===== config.mk =====
export PLATFORM = sky130hd
export DESIGN_NAME = credit_arbiter
export DESIGN_NICKNAME = d
export VERILOG_FILES = /design/src/rtl/credit_arbiter_pkg.sv /design/src/rtl/rr_arbiter.sv /design/src/rtl/credit_arbiter.sv
export SDC_FILE = /design/constraint.sdc
export NUM_CORES = 1
export LEC_CHECK = 0
export CORE_MARGIN = 3
export CORE_UTILIZATION = 25
export DETAILED_ROUTE_END_ITERATION = 10
export DONT_BUFFER_PORTS = 1
export PLACE_DENSITY = 0.44
export SETUP_SLACK_MARGIN = 0.1
export SLEW_MARGIN = 20
export SYNTH_ARGS = -nofsm -noshare
export SYNTH_HDL_FRONTEND = slang
export SYNTH_SLANG_ARGS = --single-unit

===== constraint.sdc =====
create_clock -name clk -period 3.9 [get_ports clk]
set_input_delay 0.39 -clock clk [delete_from_list [all_inputs] [get_ports clk]]
set_output_delay 0.39 -clock clk [all_outputs]
set_load 0.02 [all_outputs]

===== src/rtl/credit_arbiter_pkg.sv =====
// Shared constants and types for the credit-based round-robin arbiter.
package credit_arbiter_pkg;

    localparam int unsigned NREQ_MAX = 8;
    localparam int unsigned STAT_W   = 16;
    localparam int unsigned IDX_W    = $clog2(NREQ_MAX);

    typedef logic [IDX_W-1:0] req_idx_t;

endpackage


===== src/rtl/rr_arbiter.sv =====
// Round-robin one-hot selector: searches from ptr+1 (mod NREQ) for the first eligible requester.
module rr_arbiter
    import credit_arbiter_pkg::*;
#(
    parameter int unsigned NREQ = 4
) (
    input  logic [NREQ-1:0] eligible,
    input  req_idx_t        ptr,
    output logic [NREQ-1:0] grant
);

    logic [IDX_W:0]    shamt;
    logic [2*NREQ-1:0] elig_dbl;
    logic [2*NREQ-1:0] gnt_dbl;
    logic [NREQ-1:0]   rot;
    logic [NREQ-1:0]   rot_gnt;

    // Rotate so the search start sits at bit 0, pick the lowest set bit, rotate back.
    always_comb begin
        shamt    = {1'b0, ptr} + (IDX_W + 1)'(1);
        elig_dbl = {eligible, eligible} >> shamt;
        rot      = elig_dbl[NREQ-1:0];
        rot_gnt  = rot & (~rot + NREQ'(1));
        gnt_dbl  = {rot_gnt, rot_gnt} << shamt;
        grant    = gnt_dbl[2*NREQ-1:NREQ];
    end

endmodule


===== src/rtl/credit_arbiter.sv =====
// Credit-gated round-robin arbiter feeding a shared downstream FIFO.
// Optional per-requester grant statistics are enabled with CREDIT_ARBITER_STATS_EN.
module credit_arbiter
    import credit_arbiter_pkg::*;
#(
    parameter int unsigned WIDTH   = 32,
    parameter int unsigned NREQ    = 4,
    parameter int unsigned DEPTH   = 32,
    parameter int unsigned CREDITS = DEPTH / NREQ,
    localparam int unsigned IDW    = $clog2(NREQ),
    localparam int unsigned CW     = $clog2(CREDITS) + 1
) (
    input  logic                  clk,
    input  logic                  reset_n,
    input  logic [NREQ-1:0]       req_valid,
    input  logic [NREQ*WIDTH-1:0] req_data,
    output logic [NREQ-1:0]       req_ready,
    output logic [WIDTH-1:0]      fifo_data,
    output logic [IDW-1:0]        fifo_id,
    output logic                  fifo_we,
    input  logic                  credit_ret,
    input  logic [IDW-1:0]        credit_id,
    output logic                  credit_err,
    output logic [NREQ*CW-1:0]    credit_cnt
`ifdef CREDIT_ARBITER_STATS_EN
    ,
    input  logic [IDW-1:0]        stat_sel,
    input  logic                  stat_clr,
    output logic [STAT_W-1:0]     stat_cnt
`endif
);

    // Total credits must fit the FIFO so it can never be written while full.
    if (CREDITS * NREQ > DEPTH) begin : g_bad_credits
        $error("credit_arbiter: CREDITS*NREQ exceeds DEPTH");
    end
    if (NREQ < 2 || NREQ > NREQ_MAX) begin : g_bad_nreq
        $error("credit_arbiter: NREQ out of range");
    end

    logic [CW-1:0]    credit_q [NREQ];
    logic [CW-1:0]    credit_d [NREQ];
    logic [NREQ-1:0]  eligible;
    logic [NREQ-1:0]  grant;
    logic [NREQ-1:0]  accept_vec;
    logic [NREQ-1:0]  inc_vec;
    logic             accept;
    logic             id_ok;
    logic             err_d;
    req_idx_t         ptr_q;
    req_idx_t         gnt_idx;
    logic [WIDTH-1:0] sel_data;

    always_comb begin
        for (int i = 0; i < NREQ; i++) begin
            eligible[i] = req_valid[i] && (credit_q[i] != '0);
        end
    end

    rr_arbiter #(
        .NREQ (NREQ)
    ) u_rr_arbiter (
        .eligible (eligible),
        .ptr      (ptr_q),
        .grant    (grant)
    );

    // No grant may be visible while reset is held.
    assign req_ready  = grant & {NREQ{reset_n}};
    assign accept_vec = req_valid & req_ready;
    assign accept     = |accept_vec;

    always_comb begin
        gnt_idx  = '0;
        sel_data = '0;
        for (int i = 0; i < NREQ; i++) begin
            if (grant[i]) begin
                gnt_idx = req_idx_t'(i);
            end
            sel_data = sel_data | ({WIDTH{grant[i]}} & req_data[i*WIDTH +: WIDTH]);
        end
    end

    assign id_ok = (32'(credit_id) < NREQ);

    always_comb begin
        err_d   = credit_err;
        inc_vec = '0;
        if (credit_ret && !id_ok) begin
            err_d = 1'b1;
        end
        for (int i = 0; i < NREQ; i++) begin
            inc_vec[i]  = credit_ret && id_ok && (credit_id == IDW'(i));
            credit_d[i] = credit_q[i];
            if (inc_vec[i] && !accept_vec[i]) begin
                if (credit_q[i] == CW'(CREDITS)) begin
                    err_d = 1'b1;
                end else begin
                    credit_d[i] = credit_q[i] + CW'(1);
                end
            end else if (accept_vec[i] && !inc_vec[i]) begin
                credit_d[i] = credit_q[i] - CW'(1);
            end
        end
    end

    always_ff @(posedge clk or negedge reset_n) begin
        if (!reset_n) begin
            ptr_q      <= req_idx_t'(NREQ - 1);
            fifo_we    <= 1'b0;
            fifo_data  <= '0;
            fifo_id    <= '0;
            credit_err <= 1'b0;
            for (int i = 0; i < NREQ; i++) begin
                credit_q[i] <= CW'(CREDITS);
            end
        end else begin
            fifo_we    <= accept;
            credit_err <= err_d;
            if (accept) begin
                ptr_q     <= gnt_idx;
                fifo_data <= sel_data;
                fifo_id   <= gnt_idx[IDW-1:0];
            end
            for (int i = 0; i < NREQ; i++) begin
                credit_q[i] <= credit_d[i];
            end
        end
    end

    always_comb begin
        for (int i = 0; i < NREQ; i++) begin
            credit_cnt[i*CW +: CW] = credit_q[i];
        end
    end

`ifdef CREDIT_ARBITER_STATS_EN
    logic [STAT_W-1:0] stat_q [NREQ];

    always_ff @(posedge clk or negedge reset_n) begin
        if (!reset_n) begin
            for (int i = 0; i < NREQ; i++) begin
                stat_q[i] <= '0;
            end
        end else begin
            for (int i = 0; i < NREQ; i++) begin
                if (stat_clr) begin
                    stat_q[i] <= '0;
                end else if (accept_vec[i] && (stat_q[i] != '1)) begin
                    stat_q[i] <= stat_q[i] + STAT_W'(1);
                end
            end
        end
    end

    assign stat_cnt = (32'(stat_sel) < NREQ) ? stat_q[stat_sel] : '0;
`endif

endmodule


# Yosys cells after proc, flatten, opt, wreduce, memory -nomap -nowiden
# Index checks and enable logic that the tools add are counted.
[totals]
regBits = 55
in_bits = 137
output_inout_bits = 56
elab_cells = 104
[classes]
n_addsub = 10
eq_ne = 11
n_shift = 2
mux = 23
bitwise_logic = 11
reduce_logical = 38
[op_table]
columns = ["op", "count"]
rows = [
  ["$and 32x32->32", 4],
  ["$or 32x32->32", 3],
  ["$mux 4", 12],
  ["$add 4x1->4 const B", 5],
  ["$eq 4x4->1 const B", 4],
  ["$logic_and 1x1->1", 16],
  ["$reduce_bool 4->1", 4],
  ["$sub 4x1->4 const B", 4],
  ["$and 4x4->4", 3],
  ["$mux 1", 9],
  ["$logic_not 1->1", 8],
  ["$ne 2x2->1 const B", 4],
  ["$reduce_and 2->1", 4],
  ["$reduce_bool 2->1", 4],
  ["$shl 8x4->8", 1],
  ["$shr 8x4->4", 1],
  ["$add 3x1->4 const B", 1],
  ["$eq 2x2->1 const B", 2],
  ["$mux 2", 2],
  ["$not 4->4", 1],
  ["$reduce_or 4->1", 1],
  ["$eq 2x1->1 const B", 1],
  ["$logic_not 2->1", 1],
]

# Longest topological paths before layout
# Gate-level depths: netlist of run 1.
[depth]
ltp_word = 18
ltp_mapped = 14
depth_no_buf = 13

# By module
# From an unflattened synthesis of run 1, not the netlist that was laid out.
[hier_totals]
cells_unflattened = 367
hier_area_um2 = 3618.5
[modules_own_cells]
columns = ["mod", "n_inst", "cells_each", "area_each_um2", "seq_area_each_um2"]
rows = [
  ["credit_arbiter", 1, 312, 3203.1, 1358.8],
  ["rr_arbiter", 1, 55, 415.4, 0.0],
]

# Worst setup path before layout of run 1
# Ideal clock, no wire load.
[synth_path]
path_type = "register to register"
from = "register credit_q (netlist bit credit_cnt[12])"
to = "register credit_q (netlist bit credit_cnt[3])"
setup_time_ps = 84
t_arrival_ps = 3073
required_time_ps = 3816
slack_ps = 742
stages_incl_launch_ff = 13
path_buffers = 0
period_less_slack_ps = 3158
cell_sequence = "dfrtp_1 o41a_1 or4_4 o22ai_4 a32oi_4 and2_1 inv_1 ha_1 a21o_1 a21oi_1 nor2b_1 mux2i_1 xnor2_1"
[synth_between]
elab_chain_cells = 13
elab_cells_between_ends = 16
classes_between = "add/sub: 1; eq/ne: 1; shift: 2; mux: 1; bitwise: 4; reduce/logical: 7"
[synth_lines]
columns = ["item", "line", "rtl"]
rows = [
  ["start: declaration", "credit_arbiter.sv:41", "logic [CW-1:0] credit_q [NREQ];"],
  ["start signal: indexed assignment", "credit_arbiter.sv:115", "credit_q[i] <= CW'(CREDITS);"],
  ["start signal: indexed assignment", "credit_arbiter.sv:126", "credit_q[i] <= credit_d[i];"],
  ["$reduce_bool 4->1 (*)", "credit_arbiter.sv:56", "eligible[i] = req_valid[i] && (credit_q[i] != '0);"],
  ["$logic_and 1x1->1 (*)", "credit_arbiter.sv:56", ""],
  ["$shr 8x4->4 (*)", "rr_arbiter.sv:21", "elig_dbl = {eligible, eligible} >> shamt;"],
  ["$not 4->4", "rr_arbiter.sv:23", "rot_gnt = rot & (~rot + NREQ'(1));"],
  ["$add 4x1->4", "rr_arbiter.sv:23", ""],
  ["$and 4x4->4 (*)", "rr_arbiter.sv:23", ""],
  ["$shl 8x4->8 (*)", "rr_arbiter.sv:24", "gnt_dbl = {rot_gnt, rot_gnt} << shamt;"],
  ["$and 4x4->4 (*)", "credit_arbiter.sv:69", "assign req_ready = grant & {NREQ{reset_n}};"],
  ["$and 4x4->4 (*)", "credit_arbiter.sv:70", "assign accept_vec = req_valid & req_ready;"],
  ["$logic_not 1->1", "credit_arbiter.sv:95", "if (inc_vec[i] && !accept_vec[i]) begin"],
  ["$logic_and 1x1->1", "credit_arbiter.sv:95", ""],
  ["$ne 2x2->1 (no source line) / $reduce_bool 2->1 (equally long branches)", "-", ""],
  ["$reduce_and 2->1 (no source line)", "-", ""],
]
# Every way passes the cells marked *; elsewhere a longest branch is shown, timed or not.
# A chain may end at the register's enable or synchronous reset.

# Worst setup path in the final report of run 1
[layout_path]
from = "register credit_q (netlist bit credit_cnt[1])"
to = "register credit_q (netlist bit credit_cnt[11])"
# Same word-level chain as after synthesis.

==> metrics.txt, run 1 <==
outcome completed; largest net degree at the start of global routing 55; clock sink count 54; H-tree levels 2; first-pass GRT wire length 21200 µm; r2r startpoint credit_cnt[1]$_DFFE_PN0P_; min-delay src req_data[107]; Slew HR 51.9%; residual DRC count 0; gr usage total 14.7%; vias per cell 5.98; Final min period 3.55 ns; Pre-antenna DRT Iters 5; Chip Width 136 µm; worst slack, placed 0.387 ns; Pleak 1.84 nW; routability cong. 0.820; Cell Int Power 2.81 mW; clk_skew 0.00395 ns; Worst Max-Slew Pin Slew 0.720 ns; register area 0.00136 mm²; vias in the first global route 3608; hold endpoint fifo_data[11]$_DFFE_PN0P_; slack of the worst reg-to-reg path 0.35 ns; combinational group share of total power 64.4%; Hold Crit Depth 2; Setup crit start kind flop; cells after synthesis 403; Final ANT Viol Nets 0; clock share of power 7.9%; power per cell area 1240 mW/mm²; final worst slack 0.351 ns; vias post-DR 3647; commonest non-fill, non-tap cell in the layout a221o_1; Peak VDD IR 0.000554 V; Area Overhead vs Synth 10.2%; wire per inst 23.4 µm; syn avg cell area 10.5 µm²; R2R cell count 12; synth warn 0; TNS Setup 0 ns; NumNets Final 543; unrepaired setup endpoints after global routing no; final setup vio count 0; endpoint class of the critical path flop; max-cap violations 0; crit share post-route 91.0%; # diodes 0; switching pwr 2.96 mW; CTS Buf Count 5; routed wire length 14300 µm; clock root cell clkbuf_16; FF-to-FF End credit_cnt[11]$_DFFE_PN1P_; Port Buffers 0; commonest non-fill, non-tap cells in the layout a221o_1, dfrtp_1, inv_1, mux2i_1, a222oi_1; Hold Crit Class in -> reg; # fillers 1691; CP Class reg -> reg; Post-DP HPWL 10100 µm; clk slew on worst S/H paths 0.07 ns; effective utilization at floorplan 26.1%; WP data required 4.13 ns; Slew Limit Fails 0; share of cells above drive strength 1 14.2%; Ports 193; sequential share of power 27.8%; number of flops mapped to enable cells by yosys 0; fraction of registers with async set/reset 100%; clock latency on the worst-skew pair 0.30 ns; Switching Fraction 51.2%; Mapped Nets 553; die area 0.0185 mm²; Iter 0 DRT Violations 303; Site Rows 46; GRT Residual Overflow 0; CP Data Arrival Time 3.78 ns; CORE AREA 0.0162 mm²; Multi-input gate area 0.00256 mm²; Die Ht 136 µm; register area share after synthesis 32.2%; Final Hold Vio Count 0; Critical Path Fanout Max 7; Max Root-Sink Buffers 2; cell area after synthesis 0.00422 mm²; number of synthesized register bits 54; Highest Clock Rate 282 MHz; Setup Fix Bufs, Post-CTS 0; CTS tree done; Primary FF master, synth dfrtp_1; antenna violations before repair 0; post-synth cell types 60
-- cells by family (layout without fill, tap and decap cells) --
group / count (synthesis) / after routing / synth area share (%)
compound gates: 141 / 141 / 33.4
simple gates: 61 / 61 / 7.87
flops: 54 / 54 / 32.2
mux: 50 / 50 / 12.3
xor+xnor: 9 / 9 / 1.87
buf+inv: 75 / 66 / 7.78
fa+ha+maj: 13 / 13 / 4.57
-- routing by layer --
layer / GRT usage (%) / vias up / part of all wire, %
met4: 4.14 / 0 / 1.4
met5: 0 / - / 0
met2: 23.8 / 158 / 48
li1: - / 1625 / -
met3: 3.85 / 12 / 7.7
met1: 19.3 / 1852 / 43
-- sequential cells by signal, indices dropped and copies added, names as in the netlist --
register,cells
ptr_q,2
credit_cnt,16
fifo_we,1
fifo_id,2
credit_err,1
fifo_data,32
-- power by group through the flow --
stage | clock network, mW | logic (mW) | registers (mW)
2_1_floorplan | 0 | 2.93 | 1.49
5_1_grt | 0.500 | 4.10 | 1.66
3_5_place_dp | 0 | 3.75 | 1.62
6_report | 0.454 | 3.72 | 1.60
3_3_place_gp | 0 | 3.64 | 1.62
4_1_cts | 0.477 | 3.77 | 1.61
-- worst max-delay path, stage by stage (launching register included) --
cell	delay [ns]
dfrtp_1	0.52
o41ai_4	0.63
nor2_1	0.16
a211oi_2	0.43
a21oi_4	0.09
a22oi_2	0.33
nand2b_1	0.18
ha_1	0.30
a21o_1	0.17
a21oi_1	0.20
nor3_1	0.07
mux2_2	0.27
mux2i_1	0.13
-- metrics by stage --
| step | total power [mW] | utilization [%] | hold slack, ns | area, µm² | instances |
|---|---|---|---|---|---|
| after floorplan | 4.42 | - | 0.0944 | 4220 | 403 |
| after global placement | 5.26 | 27.6 | 0.0964 | 4460 | 600 |
| after detailed placement | 5.36 | 27.6 | 0.0966 | 4460 | 600 |
| after CTS | 5.86 | 28.7 | 0.291 | 4640 | 610 |
| after global routing | 6.26 | 28.7 | 0.292 | 4640 | 610 |
| final | 5.77 | 28.7 | 0.298 | 4640 | 610 |
-- how the worst max path moves through the flow --
stage	cells after the start	start	end	slack (ns)
after floorplan	12	credit_cnt[12]$_DFFE_PN0P_	credit_cnt[3]$_DFFE_PN1P_	0.74
after global placement	12	credit_cnt[1]$_DFFE_PN0P_	credit_cnt[11]$_DFFE_PN1P_	0.47
after detailed placement	12	credit_cnt[1]$_DFFE_PN0P_	credit_cnt[11]$_DFFE_PN1P_	0.39
after CTS	12	credit_cnt[1]$_DFFE_PN0P_	credit_cnt[11]$_DFFE_PN1P_	0.37
after global routing	12	credit_cnt[1]$_DFFE_PN0P_	credit_cnt[11]$_DFFE_PN1P_	0.13
final	12	credit_cnt[1]$_DFFE_PN0P_	credit_cnt[11]$_DFFE_PN1P_	0.35
-- area by class of cell --
class	count	area share [%]
clock buffer	6	2.77
clock inverter	2	0.216
inverter	41	3.31
multi-input combinational	274	55.1
sequential	54	29.3
tap	216	5.82
timing repair buffer	17	3.50
-- Yosys cell counts (3+ instances only) --
| library cell | n | area, µm² |
|---|---|---|
| inv_1 | 40 | 150 |
| mux2_1 | 3 | 33.8 |
| o41a_1 | 3 | 33.8 |
| fa_1 | 4 | 80.1 |
| mux2_2 | 6 | 67.6 |
| a21oi_1 | 6 | 30.0 |
| clkbuf_1 | 20 | 75.1 |
| nand4_1 | 4 | 25.0 |
| buf_6 | 3 | 33.8 |
| xnor2_1 | 6 | 52.6 |
| buf_2 | 7 | 35.0 |
| nor3_1 | 10 | 50.1 |
| a21o_1 | 4 | 30.0 |
| ha_1 | 9 | 113 |
| buf_4 | 4 | 30.0 |
| nand2b_1 | 3 | 18.8 |
| o21ai_1 | 3 | 15.0 |
| a211oi_2 | 3 | 37.5 |
| nor2b_1 | 4 | 25.0 |
| a221o_1 | 64 | 641 |
| xor2_1 | 3 | 26.3 |
| dfstp_2 | 6 | 158 |
| dfrtp_1 | 48 | 1200 |
| and2_1 | 7 | 43.8 |
| nand2_1 | 10 | 37.5 |
| nor2_1 | 8 | 30.0 |
| mux2i_1 | 39 | 390 |
| nand3_1 | 3 | 15.0 |
| a222oi_1 | 32 | 320 |
| and3_1 | 3 | 18.8 |
-- what timing repair did --
action	4_1_cts	5_1_grt
hold buffers	2	0
resized for setup	0	1
endpoints found under the hold margin	54	0
endpoints found under the setup margin	0	2
(Power assumes the default switching activity.)
==> run 2, diff against run 1 <==
- ABC_AREA: not set -> 1
==> run 2 against run 1 <==
  * First-iteration DRC count shrank 35%
  * Critical endpoint is now credit_cnt[3]$_DFFE_PN1P_
  * Hold slack better by 0.026 ns
  * Sequential share of layout area increased by 2.9 points
  * Synthesized cell count is 37% higher
  * Flip-flop and latch count is the same
  * Clock-buffer cell count stayed put
  * Via count decreased by 1.2%
  * Highest routed layer unchanged
  * Register-to-register slack better by 0.22 ns
  * Largest cell class unchanged
  * Critical path depth increased by 9
  * Die area is 8.7% lower
==> metrics.txt, run 2 <==
crit-path leading delay family simple AND/OR/NAND/NOR gates; number of flops mapped to enable cells by yosys 0 (unchanged); min-delay src req_data[119]; Final min period 3.33 ns (-0.219 ns); gr busiest metal met2; commonest non-fill, non-tap cell in the layout nand2_1; routed wire length 11600 µm (-18%); Post-Layout Cell Count 731 (+20%); FF-to-FF End credit_cnt[3]$_DFFE_PN1P_; # fillers 1635 (-3.3%); cells after synthesis 553 (+37%); cell area after synthesis 0.00383 mm² (-9.1%); Ports 193 (unchanged); final setup vio count 0 (unchanged); hold endpoint fifo_data[23]$_DFFE_PN0P_; Die Ht 130 µm (-4.4%); unrepaired setup endpoints after global routing no; Primary FF master, synth dfrtp_1; NumNets Final 696 (+28%); most frequent cell on the critical path nand2_1; vias per cell 4.93 (-18%); Placed Instances 721 (+20%); Chip Width 130 µm (-4.4%); Setup crit start kind flop; area leader, netlist dfrtp_1; CP Class reg -> reg; crit share post-route 85.4% (-5.6 points); Buf/Inv on CP 1 (+1); vias post-DR 3602 (-1.2%); cell with the most instances after synthesis nand2_1; die area 0.0169 mm² (-8.7%); clock root cell clkbuf_16; Max Root-Sink Buffers 2 (unchanged); Post-DP HPWL 8760 µm (-13%); Area Overhead vs Synth 10.1% (about the same); Final Hold Vio Count 0 (unchanged); Slew HR 54.5% (+2.6 points); Worst path max stage delay 0.69 ns (+0.06 ns); share of cells above drive strength 1 9.14% (-5.1 points); post-synth cell types 36 (-40%); CTS Buf Count 5 (unchanged); Pre-antenna DRT Iters 4 (-1); outcome completed; R2R cell count 21 (+9); fraction of registers with async set/reset 100% (unchanged); Mapped Nets 703 (+27%); GRT Residual Overflow 0 (unchanged); clock sink count 54 (unchanged); Reg with most FFs fifo_data; CTS tree done; Area contributors post-synth dfrtp_1, nand2_1, inv_1, nand4_1, nand3_1; max-cap violations 0 (unchanged); wire per inst 15.9 µm (-32%); CORE AREA 0.0148 mm² (-8.8%); final worst slack 0.570 ns (+0.219 ns); largest net degree at the start of global routing 70 (+27%); r2r startpoint ptr_q[0]$_DFFE_PN1P_; met3 GRT Util 4.13% (+0.29 points); synth cell count leaders nand2_1, inv_1, dfrtp_1; Iter 0 DRT Violations 196 (-35%); Worst Max-Slew Pin Slew 0.682 ns (-0.0378 ns); worst slack, placed 0.606 ns (+0.220 ns); Critical Path Fanout Max 13 (+6); Highest Clock Rate 300 MHz (+6.6%); Slew Limit Fails 0 (unchanged); met1 usage 15.3% (-4.1 points); Site Rows 44 (-4.3%); first-pass GRT wire length 17200 µm (-19%); slack of the worst reg-to-reg path 0.57 ns (+0.22 ns); Slowest-stage cell, CP dfstp_2; register area share after synthesis 35.4% (+3.2 points); syn avg cell area 6.93 µm² (-34%); max reg flops 32 (unchanged); clk_skew 0.00639 ns (+0.00244 ns); hold slack 0.325 ns (+0.0265 ns); routability cong. 0.912 (+11%); clk slew on worst S/H paths 0.07 ns (about the same); crit-path cells inv_2 > nand3_1 > nand2_1 > nand2_2 > nand2_4 > nor2_4 > nand3_1 > nand3_1 > nand2_1 > nor2_2 > nand2_2 > nand2_1 > ha_1 > nand2_1 > nor2_1 > a211oi_1 > nand3b_1 > nand2_1 > nand2_1 > nand2_1 > nand2_1; residual DRC count 0 (unchanged); Port Buffers 0 (unchanged); Hold Crit Depth 4 (+2); Final ANT Viol Nets 0 (unchanged); synth warn 0 (unchanged); CP Data Arrival Time 3.57 ns (-0.21 ns); WP data required 4.14 ns (about the same); effective utilization at floorplan 26.0% (-0.080 points); vias in the first global route 3426 (-5.0%); clock latency on the worst-skew pair 0.30 ns (about the same); Setup Fix Bufs, Post-CTS 0 (unchanged); Hold Crit Class in -> reg; antenna violations before repair 0 (unchanged); endpoint class of the critical path flop; GR met2 Demand/Resource 22.7% (-1.1 points); number of synthesized register bits 54 (unchanged); H-tree levels 2 (unchanged); TNS Setup 0 ns (unchanged); post-synth top area share 31.3% (+2.8 points); gr usage total 12.9% (-1.7 points); commonest non-fill, non-tap cells in the layout nand2_1, inv_1, dfrtp_1; # diodes 0 (unchanged)
==> run 2: cell count changes after synthesis, moves of 7 or more <==
cell / delta
nand2_1: +220
clkbuf_1: -20
o21ai_2: +11
mux2i_1: -39
a221o_1: -64
o21ai_0: +31
inv_1: +19
buf_2: +8
and2_1: -7
a222oi_1: -32
nand3_1: +30
nand4_1: +29
==> run 2: worst max path at each step <==
stage,from,end,slack (ns),depth (start not counted)
detailed placement,ptr_q[0]$_DFFE_PN1P_,credit_cnt[3]$_DFFE_PN1P_,0.61,21
global placement,credit_cnt[4]$_DFFE_PN0P_,credit_cnt[3]$_DFFE_PN1P_,0.74,22
finish,ptr_q[0]$_DFFE_PN1P_,credit_cnt[3]$_DFFE_PN1P_,0.57,21
CTS,ptr_q[0]$_DFFE_PN1P_,credit_cnt[3]$_DFFE_PN1P_,0.59,21
global route,ptr_q[0]$_DFFE_PN1P_,credit_cnt[3]$_DFFE_PN1P_,0.14,21
floorplan,credit_cnt[12]$_DFFE_PN0P_,credit_cnt[3]$_DFFE_PN1P_,1.05,22
==> run 2: what timing repair did <==
item / in CTS / in global routing
hold buffers: 2 / 0
resized for setup: 0 / 0
endpoints found under the hold margin: 54 / 0
==> run 2: cell families (layout without fill, tap and decap cells) <==
group	after synthesis	count (layout)	share of synthesized area [%]
DFF	54	54	35.4
and+or+nand+nor	341	341	39.8
adders and majority gates	13	13	5.03
AOI/OAI and AO/OA	55	55	8.58
buffers and inverters	82	76	9.33
xor gates and xnor gates	8	8	1.83
==> run 2: area by class of cell <==
| class | count | area [µm²] | share of cell area, % |
|---|---|---|---|
| flip-flops and latches | 54 | 1360 | 32.2 |
| clock buffers | 6 | 139 | 3.29 |
| multi-input cells | 417 | 2120 | 50.1 |
| clock inverters | 2 | 60.1 | 1.42 |
| repair buffers | 7 | 87.6 | 2.07 |
| well taps | 184 | 230 | 5.45 |
| inverters | 61 | 229 | 5.42 |
==> run 2: worst reg2reg max path, stage by stage, from the launching register on <==
cell and delay [ns]:
dfstp_2 0.69, inv_2 0.14, nand3_1 0.14, nand2_1 0.09, nand2_2 0.09, nand2_4 0.07, nor2_4 0.12, nand3_1 0.10
nand3_1 0.09, nand2_1 0.08, nor2_2 0.33, nand2_2 0.16, nand2_1 0.18, ha_1 0.29, nand2_1 0.08, nor2_1 0.04
a211oi_1 0.22, nand3b_1 0.15, nand2_1 0.07, nand2_1 0.06, nand2_1 0.05, nand2_1 0.06
==> run 2: stage by stage <==
step / instance area, µm² / util, %
5_1_grt: 4220 / 28.6
2_1_floorplan: 3830 / -
6_report: 4220 / 28.6
3_3_place_gp: 3990 / 27.0
4_1_cts: 4220 / 28.6
3_5_place_dp: 3990 / 27.0
==> run 2: layer usage <==
metal	share of wire (%)	vias up
li1	-	1760
met1	40	1655
met2	49	174
met3	10	13
met4	1.6	0
met5	0	-
Power of run 2 is left out: the tool's default activity adds up to more than one toggle a clock period on the data nets, which glitch-free logic cannot reach.
